[src/rtl/mem_bus_arbiter.sv]
// mem_bus_arbiter: shares one external memory bus between the instruction
// fetch port and the data port. Data accesses win, but a run of at most
// MAX_DATA_RUN data grants is allowed while a fetch waits. Hung transfers
// are aborted after TIMEOUT_CYCLES busy cycles without an acknowledge.
module mem_bus_arbiter #(
  parameter int MAX_DATA_RUN   = 4,
  parameter int TIMEOUT_CYCLES = 255
) (
  input  logic        clk,
  input  logic        rst,
  input  logic        if_req_i,
  input  logic [31:0] if_addr_i,
  output logic [31:0] if_rdata_o,
  output logic        if_ack_o,
  input  logic        mem_req_i,
  input  logic        mem_we_i,
  input  logic [31:0] mem_addr_i,
  input  logic [31:0] mem_wdata_i,
  input  logic [3:0]  mem_sel_i,
  output logic [31:0] mem_rdata_o,
  output logic        mem_ack_o,
  output logic        bus_cyc_o,
  output logic        bus_stb_o,
  output logic        bus_we_o,
  output logic [31:0] bus_addr_o,
  output logic [31:0] bus_wdata_o,
  output logic [3:0]  bus_sel_o,
  input  logic [31:0] bus_rdata_i,
  input  logic        bus_ack_i,
  output logic        bus_err_o,
  output logic        stallreq_o
);

  localparam int RUN_W = $clog2(MAX_DATA_RUN + 1);
  localparam logic [RUN_W-1:0] RUN_MAX = RUN_W'(MAX_DATA_RUN);
  localparam logic [7:0]       TMO_MAX = 8'(TIMEOUT_CYCLES);

  typedef enum logic [1:0] {
    IDLE     = 2'd0,
    IF_BUSY  = 2'd1,
    MEM_BUSY = 2'd2
  } state_t;

  state_t           state_q, state_d;
  logic [RUN_W-1:0] run_cnt_q, run_cnt_d;
  logic [7:0]       tmo_cnt_q, tmo_cnt_d;
  logic             act_q, act_d;
  logic             we_q, we_d;
  logic [31:0]      addr_q, addr_d;
  logic [31:0]      wdata_q, wdata_d;
  logic [3:0]       sel_q, sel_d;
  logic [31:0]      if_rdata_q, if_rdata_d;
  logic [31:0]      mem_rdata_q, mem_rdata_d;
  logic             if_ack_q, if_ack_d;
  logic             mem_ack_q, mem_ack_d;
  logic             err_q, err_d;

  // Next-state logic: grant in IDLE, complete or abort in the busy states.
  always_comb begin
    state_d     = state_q;
    run_cnt_d   = run_cnt_q;
    tmo_cnt_d   = tmo_cnt_q;
    act_d       = act_q;
    we_d        = we_q;
    addr_d      = addr_q;
    wdata_d     = wdata_q;
    sel_d       = sel_q;
    if_rdata_d  = if_rdata_q;
    mem_rdata_d = mem_rdata_q;
    if_ack_d    = 1'b0;
    mem_ack_d   = 1'b0;
    err_d       = 1'b0;
    case (state_q)
      IDLE: begin
        // The cycle carrying an ack is the turnaround cycle: the requester
        // still shows its old request then, so no grant is made.
        if (!(if_ack_q || mem_ack_q)) begin
          if (mem_req_i && (!if_req_i || (run_cnt_q < RUN_MAX))) begin
            state_d   = MEM_BUSY;
            act_d     = 1'b1;
            we_d      = mem_we_i;
            addr_d    = mem_addr_i;
            wdata_d   = mem_wdata_i;
            sel_d     = mem_sel_i;
            tmo_cnt_d = 8'd0;
            if (run_cnt_q != RUN_MAX) begin
              run_cnt_d = run_cnt_q + RUN_W'(1);
            end
          end else if (if_req_i) begin
            state_d   = IF_BUSY;
            act_d     = 1'b1;
            we_d      = 1'b0;
            addr_d    = if_addr_i;
            wdata_d   = 32'd0;
            sel_d     = 4'b1111;
            tmo_cnt_d = 8'd0;
            run_cnt_d = '0;
          end
        end
      end
      IF_BUSY, MEM_BUSY: begin
        if (bus_ack_i || (tmo_cnt_q == TMO_MAX)) begin
          // An abort looks like a completion with zero read data plus err.
          state_d = IDLE;
          act_d   = 1'b0;
          err_d   = !bus_ack_i;
          if (!if_req_i) begin
            run_cnt_d = '0;
          end
          if (state_q == IF_BUSY) begin
            if_ack_d   = 1'b1;
            if_rdata_d = bus_ack_i ? bus_rdata_i : 32'd0;
          end else begin
            mem_ack_d = 1'b1;
            if (!bus_ack_i) begin
              mem_rdata_d = 32'd0;
            end else if (!we_q) begin
              mem_rdata_d = bus_rdata_i;
            end
          end
        end else begin
          tmo_cnt_d = tmo_cnt_q + 8'd1;
        end
      end
      default: begin
        state_d = IDLE;
        act_d   = 1'b0;
      end
    endcase
  end

  // State and registered outputs; reset releases the bus immediately.
  always_ff @(posedge clk or negedge rst) begin
    if (!rst) begin
      state_q     <= IDLE;
      run_cnt_q   <= '0;
      tmo_cnt_q   <= 8'd0;
      act_q       <= 1'b0;
      we_q        <= 1'b0;
      addr_q      <= 32'd0;
      wdata_q     <= 32'd0;
      sel_q       <= 4'd0;
      if_rdata_q  <= 32'd0;
      mem_rdata_q <= 32'd0;
      if_ack_q    <= 1'b0;
      mem_ack_q   <= 1'b0;
      err_q       <= 1'b0;
    end else begin
      state_q     <= state_d;
      run_cnt_q   <= run_cnt_d;
      tmo_cnt_q   <= tmo_cnt_d;
      act_q       <= act_d;
      we_q        <= we_d;
      addr_q      <= addr_d;
      wdata_q     <= wdata_d;
      sel_q       <= sel_d;
      if_rdata_q  <= if_rdata_d;
      mem_rdata_q <= mem_rdata_d;
      if_ack_q    <= if_ack_d;
      mem_ack_q   <= mem_ack_d;
      err_q       <= err_d;
    end
  end

  assign bus_cyc_o   = act_q;
  assign bus_stb_o   = act_q;
  assign bus_we_o    = we_q;
  assign bus_addr_o  = addr_q;
  assign bus_wdata_o = wdata_q;
  assign bus_sel_o   = sel_q;
  assign bus_err_o   = err_q;
  assign if_rdata_o  = if_rdata_q;
  assign if_ack_o    = if_ack_q;
  assign mem_rdata_o = mem_rdata_q;
  assign mem_ack_o   = mem_ack_q;
  assign stallreq_o  = (if_req_i & ~if_ack_q) | (mem_req_i & ~mem_ack_q);

endmodule

[config.mk]
export PLATFORM = sky130hd
export DESIGN_NAME = mem_bus_arbiter
export DESIGN_NICKNAME = d
export VERILOG_FILES = /design/src/rtl/mem_bus_arbiter.sv
export SDC_FILE = /design/constraint.sdc
export NUM_CORES = 1
export LEC_CHECK = 0
export BUFFER_PORTS_ARGS = -buffer_cell sky130_fd_sc_hd__buf_2
export CELL_PAD_IN_SITES_DETAIL_PLACEMENT = 1
export CELL_PAD_IN_SITES_GLOBAL_PLACEMENT = 2
export CORE_MARGIN = 4
export CORE_UTILIZATION = 29
export DETAILED_ROUTE_END_ITERATION = 16
export PLACE_DENSITY = 0.87
export REMOVE_ABC_BUFFERS = 1
export SLEW_MARGIN = 20
export SYNTH_ARGS = -nofsm -noshare
export SYNTH_HDL_FRONTEND = slang
export SYNTH_SLANG_ARGS = --single-unit
export TNS_END_PERCENT = 10
[constraint.sdc]
create_clock -name clk -period 2.3 [get_ports clk]
set_input_delay 0.46 -clock clk [delete_from_list [all_inputs] [get_ports clk]]
set_output_delay 0.46 -clock clk [all_outputs]
set_load 0.01 [all_outputs]
==> results of run 1 <==
cells by family (layout without fill, tap and decap cells):
group / after synthesis / after routing
AOI/OAI and AO/OA: 64 / 64
adders and majority gates: 5 / 5
buffers and inverters: 48 / 329
DFF: 150 / 150
muxes: 70 / 70
other: 0 / 1
and+or+nand+nor: 270 / 270
metrics by stage:
stage | hold WS (ns) | cell area (sq um) | instances | total power, uW | utilization
final | -0.000721 | 9000 | 1174 | 12400 | 0.397
after detailed placement | 0.450 | 8410 | 1141 | 9740 | 0.371
after CTS | 0.00593 | 9000 | 1173 | 12600 | 0.397
after global routing | 0.0343 | 9000 | 1174 | 13300 | 0.397
after floorplan | 0.164 | 6430 | 565 | 7330 | -
after global placement | 0.444 | 8410 | 1141 | 9570 | 0.371
placed cells by master, fill, tap and decap left out, types with 2 or more instances in the layout:
cell	count
nor2_1	38
nor3_1	3
clkinv_8	2
buf_4	7
ha_1	5
nand4_1	2
a21o_1	2
buf_12	8
clkinvlp_4	2
nand2_1	142
clkbuf_16	17
buf_2	275
o21ai_0	7
a22o_1	2
nand3_1	36
mux2_2	36
a32o_1	2
o21bai_1	3
and2_1	32
a211oi_1	2
nand3b_1	2
a31oi_1	32
inv_6	5
clkinv_4	3
nand2b_1	4
mux2_4	30
inv_1	6
mux2i_1	4
dfrtp_1	150
power groups by stage:
| stage | clock network (uW) | logic (uW) | registers [uW] |
|---|---|---|---|
| after detailed placement | 0 | 5190 | 4550 |
| after global placement | 0 | 5080 | 4480 |
| after global routing | 3020 | 5600 | 4670 |
| after floorplan | 0 | 2320 | 5010 |
| final | 2790 | 5080 | 4500 |
| after CTS | 2900 | 5200 | 4510 |
routing by layer:
metal / GRT usage / vias to the layer above / share of wire
li1: - / 2598 / -
met4: 0.0434 / 4 / 0.014
met5: 0 / - / 0.0010
met2: 0.264 / 217 / 0.45
met1: 0.203 / 2590 / 0.44
met3: 0.0637 / 22 / 0.092
final cells by class:
class	instances	area, sq um
antenna	1	2.50
clock buffer	17	425
clock inverter	15	164
fill	2637	13600
inverter	6	22.5
multi-input combinational	409	2670
sequential	150	3750
tap	285	357
timing repair buffer	291	1600
registers in the layout (all words and copies together), names as in the netlist:
name         count
bus_addr_o      32
bus_cyc_o        1
bus_err_o        1
bus_sel_o        4
bus_wdata_o     32
bus_we_o         1
if_ack_o         1
if_rdata_o      32
mem_ack_o        1
mem_rdata_o     32
run_cnt_q        3
state_q          2
tmo_cnt_q        8
how the worst max path moves through the flow:
stage | from | endpoint | slack [ns]
4_1_cts | state_q[0]$_DFFE_PN0P_ | tmo_cnt_q[2]$_DFFE_PN0P_ | 0.23
2_1_floorplan | mem_req_i | bus_addr_o[0]$_DFFE_PN0P_ | -0.97
6_report | tmo_cnt_q[0]$_DFFE_PN0P_ | run_cnt_q[0]$_DFFE_PN0P_ | 0.23
3_5_place_dp | tmo_cnt_q[1]$_DFFE_PN0P_ | run_cnt_q[0]$_DFFE_PN0P_ | 0.23
5_1_grt | tmo_cnt_q[1]$_DFFE_PN0P_ | run_cnt_q[0]$_DFFE_PN0P_ | 0.07
3_3_place_gp | state_q[0]$_DFFE_PN0P_ | tmo_cnt_q[2]$_DFFE_PN0P_ | 0.29
==> metrics.md, run 1 <==
| Metric | Value |
|---|---|
| Iteration-0 DRC Markers | `approximately 180` |
| Min Tclk post-route | `2.07 ns` |
| CTS tree | `built` |
| Share of layout cells above drive strength 1 | `0.448` |
| H-tree depth | `4` |
| Clock skew | `approximately 0.012 ns` |
| FF-to-FF End | `run_cnt_q[0]$_DFFE_PN0P_` |
| FF+latch count, synth | `150` |
| Top delay family on crit path | `compound AO/OA/AOI/OAI gates` |
| Row count | `55` |
| Post-DR vias/cell | `4.63` |
| Worst-path clk slew | `0.07 ns` |
| GRT Total Usage | `0.163` |
| Failing checks | `hold timing` |
| Die area | `~25000 sq um` |
| Crit. End Element | `flip-flop` |
| Maximum vdd drop | `0.571 mV` |
| CTS Hold Bufs | `0` |
| PwrDens | `1370 nW/um^2` |
| WHS | `-0.000721 ns` |
| Comb pwr share | `0.410` |
| Detailed-route DRC error count | `0` |
| Root buf cell | `clkbuf_16` |
| Top FF cell, synth | `dfrtp_1` |
| Initial Util | `0.294` |
| Initial antenna violation count | `3` |
| Resized Gates After CTS | `0` |
| Min-delay worst type | `in -> async` |
| Mux cell area share after synthesis | `0.135` |
| Leakage power | `~0.0048 uW` |
| Pint | `7670 uW` |
| Core area | `22600 sq um` |
| Final hold vios | `2` |
| Biggest fanout along the worst timing path | `14` |
| Final Max Tran Viols | `0` |
| Initial DRT Pass Iterations | `4` |
| RSZ-0062 raised after global routing | `false` |
| Sw power | `around 4700 uW` |
| Num CTS Buffers | `17` |
| Synth Area in Simple Gates | `0.186` |
| Slowest Stage Delay on Critical Path | `around 0.55 ns` |
| Worst-skew pair later-pin latency | `0.42 ns` |
| Die Wd | `160 um` |
| Cell count after synthesis | `slightly above 600` |
| Area contributors post-synth | `dfrtp_1 56%, nand2_1 8.0%, mux2_4 6.8%` |
| WL/cell | `17.7 um` |
| Final setup viols | `0` |
| Final GP Congestion | `0.767` |
| Net Sw Frac | `0.380` |
| Via count | `5431` |
| Mean Syn Cell Area | `11.0 sq um` |
| Netlist cell types | `50` |
| CP Launch Type | `flip-flop` |
| Layout area overhead | `35.1%` |
| Longest Clk Path Bufs | `2` |
| Most common cell in the synthesized netlist | `dfrtp_1` |
| Die height | `160 um` |
| Yosys warns | `0` |
| Total grt overflow | `0` |
| Worst R2R Path Depth | `5` |
| Max Cap Viol | `0` |
| Fin nets | `1018` |
| Clk pwr share | `0.226` |
| Flop pwr share | `0.364` |
| Total negative setup slack | `0 ns` |
| Post-Synth XOR/XNOR Area | `0` |
| Reg2Reg Setup Slack | `0.23 ns` |
| Largest net degree at the start of global routing | `67` |
| Setup bufs post-CTS | `0` |
| CP Buf/Inv Count | `0` |
| Final worst setup slack | `0.233 ns` |
| Synth Area in Compound Gates | `0.0697` |
| Launching point of the worst reg2reg path | `tmo_cnt_q[0]$_DFFE_PN0P_` |
| I/O Buffers | `276` |
| First-pass GRT wire length | `33.3 mm` |
| Ports | `277` |
| CP Cell Sequence | `ha_1, nand3_4, o21bai_2, nand3_1, mux2_2` |
| Adder-Cell Fraction of Synth Area | `0.00939` |
| Pre-CTS WS | `between 0.2 and 0.25 ns` |
| Headroom to the max-slew limit | `0.591` |
| Sink Count | `150` |
| Async SR Flop Fraction | `1.00` |
| Final Cycle Share | `0.899` |
| Antenna viol nets, final | `0` |
| Top-area cell type share of the netlist area | `0.564` |
| Register area share after synthesis | `0.564` |
| Critical path depth in cells | `5` |
| Worst Path Required | `2.59 ns` |
| Mapped cell area | `6660 sq um` |
| Critical path class | `reg -> reg` |
| Largest family of logic cells by synthesized area | `simple AND/OR/NAND/NOR gates` |
| Commonest cells in the netlist | `150 x dfrtp_1, 142 x nand2_1, 38 x nor2_1` |
| Vias in the first global route | `5965` |
| Slew @ Worst Pin | `0.613 ns` |
| Fmax | `484 MHz` |
| Slowest-stage cell, CP | `o21bai_2` |
| Number of enable flip-flop cells after synthesis | `0` |
| Detailed placer's ending HPWL | `15.2 mm` |
| Outcome | `finished, violations left` |
| Final WL | `between 20 and 25 mm` |
| Synth area leader | `dfrtp_1` |
| Worst path arrival time | `between 2 and 2.5 ns` |
No activity file was read; power rests on OpenSTA's default activity.
==> run 2: changes to the inputs <==
GPL_TIMING_DRIVEN = 0   (was unset)
==> metrics.md, run 2 (synthesis gave the netlist of run 1 again) <==
| Metric | Value |
|---|---|
| Leakage power | `0.00479 uW` |
| GRT Total Usage | `0.159` |
| Longest Clk Path Bufs | `2` |
| Design area | `9030 sq um` |
| Most frequent cells in the layout | `275 x buf_2, 147 x dfrtp_1, 142 x nand2_1` |
| Min Tclk post-route | `~2.2 ns` |
| Commonest non-fill, non-tap cell in the layout | `buf_2` |
| WHS | `0.258 ns` |
| Sink Count | `150` |
| Antenna viol nets, final | `0` |
| Die area | `roughly 25000 sq um` |
| GRT met2 Usage | `0.252` |
| Ports | `277` |
| Final Cycle Share | `0.944` |
| Inst Count DP | `about 1100` |
| Initial antenna violation count | `4` |
| CTS tree | `built` |
| Clock skew | `between 0.015 and 0.02 ns` |
| Fmax | `460 MHz` |
| Final Max Tran Viols | `0` |
| First-pass GRT wire length | `32.6 mm` |
| Maximum vdd drop | `0.537 mV` |
| Num CTS Buffers | `17` |
| Final hold vios | `0` |
| Filler Cell Count | `2593` |
| Footprint of the multi-input gates | `between 2000 and 3000 sq um` |
| Final Util | `0.399` |
| H-tree depth | `4` |
| Detailed-route DRC error count | `0` |
| Fin nets | `1011` |
| Register area | `3760 sq um` |
| Fin cells | `1167` |
| Outcome | `completed` |
| Vias in the first global route | `5758` |
| Area of placed instances | `roughly 8400 sq um` |
| Initial Util | `0.294` |
| Critical path class | `reg -> reg` |
| Root buf cell | `clkbuf_16` |
| Via count | `5440` |
| Total grt overflow | `0` |
| Largest net degree at the start of global routing | `92` |
| Die Wd | `roughly 160 um` |
| Headroom to the max-slew limit | `0.419` |
| Min-delay worst type | `in -> reg` |
| Max Cap Viol | `0` |
| Final GP Congestion | `0.750` |
| WL/cell | `roughly 17 um` |
| I/O Buffers | `276` |
| Final setup viols | `0` |
| Met1 Use GR | `0.199` |
| Post-DR vias/cell | `4.66` |
| Initial DRT Pass Iterations | `4` |
| Crit. End Element | `flip-flop` |
| Final WL | `20.3 mm` |
| Total negative setup slack | `0 ns` |
| Worst-skew pair later-pin latency | `around 0.42 ns` |
| PwrDens | `1390 nW/um^2` |
| Iteration-0 DRC Markers | `266` |
| GRT met3 Usage | `0.0720` |
| Slew @ Worst Pin | `about 0.87 ns` |
| Worst Path Required | `between 2 and 3 ns` |
| Core area | `about 23000 sq um` |
| Reg2Reg Setup Slack | `0.13 ns` |
| Row count | `55` |
| GRT Max-Usage Layer | `met2` |
| CP Launch Type | `flip-flop` |
| Worst path arrival time | `roughly 2.5 ns` |
| Detailed placer's ending HPWL | `14.8 mm` |
| Biggest fanout along the worst timing path | `32` |
| Share of layout cells above drive strength 1 | `0.449` |
| Layout area overhead | `35.6%` |
| Die height | `160 um` |
| RSZ-0062 raised after global routing | `false` |
| Worst-path clk slew | `approximately 0.08 ns` |
run 2: cell types whose count changed in the layout (fill, tap and decap cells not counted), moves of 2 or more:
cell        previous run  this run
buf_12                 8         1
buf_4                  7         0
buf_16                 0         4
buf_8                  0         3
dfrtp_1              150       147
dfrtp_2                0         3
bufinv_16              1         3
clkinv_4               3         1
clkinvlp_4             2         0
ha_1                   5         3
ha_4                   0         2
inv_8                  1         3
run 2: final cells by class:
type                            count  area share
Clock inverter                     15      0.0229
Tap cell                          285      0.0395
Antenna cell                        1    0.000277
Inverter                            6     0.00249
Clock buffer                       17      0.0471
Multi-Input combinational cell    409       0.299
Timing Repair Buffer              284       0.173
Sequential cell                   150       0.416
run 2: metal layers:
layer  vias up  part of all wire
met4         6             0.012
met3        20              0.10
met2       227              0.45
li1       2588                 -
met5         -            0.0017
met1      2599              0.43
run 2: timing repair:
action | 4_1_cts | 5_1_grt
pin swaps | 0 | 2
resized for setup | 2 | 5
endpoints found under the setup margin | 57 | 39
hold buffers | 1 | 0
buffers inserted | 0 | 0
endpoints found under the hold margin | 23 | 0
run 2: path summary, 6_finish.rpt:
| path | startpoint | to | cells past startpoint |
|---|---|---|---|
| setup / recovery | tmo_cnt_q[1]$_DFFE_PN0P_ | mem_rdata_o[27]$_DFFE_PN0P_ | 5 |
| min in group asynchronous | rst | mem_rdata_o[14]$_DFFE_PN0P_ | 2 |
| setup reg to reg | tmo_cnt_q[1]$_DFFE_PN0P_ | mem_rdata_o[27]$_DFFE_PN0P_ | 5 |
| max in group asynchronous | rst | bus_addr_o[13]$_DFFE_PN0P_ | 3 |
| hold reg to reg | bus_sel_o[3]$_DFFE_PN0P_ | bus_sel_o[3]$_DFFE_PN0P_ | 2 |
| hold / removal | mem_wdata_i[5] | bus_wdata_o[5]$_DFFE_PN0P_ | 3 |
run 2: stage by stage:
stage | worst slack (ns) | power [uW]
after floorplan | -0.969 | 7330
after global routing | 0.0160 | 13500
final | 0.128 | 12600
after global placement | -3.65 | 9310
after detailed placement | -0.263 | 9660
after CTS | 0.00551 | 12800
run 2: worst max-delay path, stage by stage, from the launching register on:
cell,delay [ns]
dfrtp_1,0.42
ha_4,0.18
nand3_4,0.13
o31ai_4,0.24
nand3b_4,0.55
mux2_4,0.51
run 2: report_power, final:
group	total, uW	internal (uW)	switching [uW]	leakage [uW]
sequential	4480	3820	659	0.00189
combinational	5080	2310	2770	0.00258
clock	3030	1760	1270	0.000312
==> run 3: changes to the inputs <==
ABC_AREA = 1   (was unset)
CORE_MARGIN = unset   (was 4)
CORE_UTILIZATION = 27   (was 29)
PLACE_DENSITY = 0.88   (was 0.87)
RECOVER_POWER = 100   (was unset)
==> metrics.md, run 3 <==
| Metric | Value |
|---|---|
| Outcome | `completed` |
| FF+latch count, synth | `150` |
| Antenna viol nets, final | `0` |
| Reg2Reg Setup Slack | `around 0.22 ns` |
| Ant diodes | `0` |
| Ports | `around 280` |
| Final Util | `0.361` |
| Initial antenna violation count | `2` |
| Final Cycle Share | `0.902` |
| H-tree depth | `4` |
| Post-DR vias/cell | `4.53` |
| Async SR Flop Fraction | `1.00` |
| Top-area cell type share of the netlist area | `0.583` |
| Worst path arrival time | `2.37 ns` |
| Sink Count | `150` |
| Number of enable flip-flop cells after synthesis | `0` |
| Worst-skew pair later-pin latency | `0.42 ns` |
| Leakage power | `between 0.004 and 0.005 uW` |
| Final Max Tran Viols | `0` |
| Initial DRT Pass Iterations | `4` |
| Min-delay worst type | `in -> reg` |
| Root buf cell | `clkbuf_16` |
| Min Tclk post-route | `between 2 and 2.5 ns` |
| Max Cap Viol | `0` |
| Longest Clk Path Bufs | `2` |
| Share of layout cells above drive strength 1 | `0.188` |
| Initial Util | `0.275` |
| Most common cell in the synthesized netlist | `nand2_1` |
| Detailed-route DRC error count | `0` |
| Crit. End Element | `flip-flop` |
| Netlist cell types | `27` |
| WHS | `0.257 ns` |
| RSZ-0062 raised after global routing | `false` |
| Final hold vios | `0` |
| FF-to-FF End | `bus_addr_o[5]$_DFFE_PN0P_` |
| Fmax | `between 400 and 500 MHz` |
| Final WL | `20.5 mm` |
| Power Total | `11200 uW` |
| Mapped cell area | `~6400 sq um` |
| Detailed placer's ending HPWL | `roughly 14 mm` |
| CP Launch Type | `flip-flop` |
| Die height | `156 um` |
| Most frequent cells in the layout | `260 x nand2_1, 150 x dfrtp_1, 139 x clkbuf_1` |
| Synth area leader | `dfrtp_1` |
| Biggest fanout along the worst timing path | `69` |
| Commonest non-fill, non-tap cell in the layout | `nand2_1` |
| Num CTS Buffers | `17` |
| Final setup viols | `0` |
| Commonest cells in the netlist | `261 x nand2_1, 150 x dfrtp_1, 69 x o21ai_0` |
| Headroom to the max-slew limit | `0.311` |
| Launching point of the worst reg2reg path | `state_q[1]$_DFFE_PN0P_` |
| I/O Buffers | `276` |
| Top FF cell, synth | `dfrtp_1` |
| WL/cell | `15.5 um` |
| Layout area overhead | `31.2%` |
| Die area | `24500 sq um` |
| Clock skew | `0.0124 ns` |
| Design area | `8450 sq um` |
| Worst R2R Path Depth | `7` |
| Worst-path clk slew | `roughly 0.070 ns` |
| Slew @ Worst Pin | `1.03 ns` |
| Die Wd | `156 um` |
| Worst Path Required | `2.59 ns` |
| Setup bufs post-CTS | `0` |
| Row count | `56` |
| CTS tree | `built` |
| Core area | `23400 sq um` |
| First-pass GRT wire length | `32.8 mm` |
| Via count | `5980` |
| PwrDens | `between 1000 and 1500 nW/um^2` |
| Maximum vdd drop | `0.477 mV` |
| Total grt overflow | `0` |
| Fin nets | `1132` |
| Hold path endpoint | `bus_wdata_o[26]$_DFFE_PN0P_` |
| Final GP Congestion | `~0.74` |
| GRT Total Usage | `0.172` |
| Iteration-0 DRC Markers | `267` |
| Cell count after synthesis | `732` |
| Min-delay src | `mem_wdata_i[26]` |
| Mean Syn Cell Area | `8.80 sq um` |
| Area of placed instances | `8130 sq um` |
| Area contributors post-synth | `dfrtp_1 58%, nand2_1 15%, o21ai_0 5.4%` |
| Worst hold path depth | `3` |
| Largest net degree at the start of global routing | `83` |
| Vias in the first global route | `6221` |
| Register area share after synthesis | `0.583` |
| Critical path class | `reg -> reg` |
| Yosys warns | `0` |
-- run 3: where the power goes --
part	internal, uW	leakage (uW)	total (uW)	switching (uW)
Sequential	3730	0.00194	4350	614
Combinational	1290	0.00187	4110	2810
Clock	1540	0.000286	2790	1250
-- run 3: critical path, cell delays in order (launching register included) --
cell and delay [ns]:
dfrtp_1 0.38, inv_1 0.09, ha_2 0.22, inv_1 0.09, nor2_4 0.52, inv_6 0.36
nand2_1 0.16, o21ai_0 0.10
-- run 3: worst max path at each step --
| stage | slack [ns] | cells past startpoint | startpoint | end |
|---|---|---|---|---|
| 5_1_grt | 0.002 | 5 | run_cnt_q[2]$_DFFE_PN0P_ | bus_addr_o[16]$_DFFE_PN0P_ |
| 6_report | 0.22 | 7 | state_q[1]$_DFFE_PN0P_ | bus_addr_o[5]$_DFFE_PN0P_ |
| 3_3_place_gp | -2.17 | 6 | if_req_i | bus_addr_o[30]$_DFFE_PN0P_ |
| 4_1_cts | 0.08 | 7 | state_q[0]$_DFFE_PN0P_ | bus_addr_o[5]$_DFFE_PN0P_ |
| 3_5_place_dp | -0.14 | 6 | bus_ack_i | mem_rdata_o[22]$_DFFE_PN0P_ |
| 2_1_floorplan | -0.17 | 5 | if_req_i | bus_addr_o[29]$_DFFE_PN0P_ |
-- run 3: per-stage QoR --
stage	instances	worst slack [ns]	TNS (ns)
5_1_grt	1321	0.00247	0
3_5_place_dp	1288	-0.138	-3.41
4_1_cts	1321	0.0784	0
3_3_place_gp	1283	-2.17	-421.19
6_report	1321	0.224	0
2_1_floorplan	688	-0.174	-7.82
-- run 3: area by class of cell --
class	count	area (sq um)
fillers	2956	15000
flip-flops and latches	150	3750
multi-input cells	516	2300
repair buffers	282	1320
clock buffers	17	425
well taps	319	399
clock inverters	15	160
inverters	22	90.1
-- run 3: repair_timing --
action,4_1_cts,5_1_grt
hold buffers,1,0
endpoints found under the hold margin,2,0
resized for setup,0,2
setup endpoints to repair,0,24
-- run 3: logic make-up after synthesis --
logic type | after synthesis | synth area share
and+or+nand+nor | 370 | 0.234
DFF | 150 | 0.583
AOI/OAI and AO/OA | 141 | 0.124
buffers and inverters | 66 | 0.0497
adders and majority gates | 5 | 0.00971
-- run 3: metal layers --
layer	routed length, um	track usage	vias to the layer above
li1	-	-	2888
met1	8720	0.203	2857
met2	9560	0.287	217
met3	1990	0.0698	16
met4	222	0.0504	2
met5	9	0	-
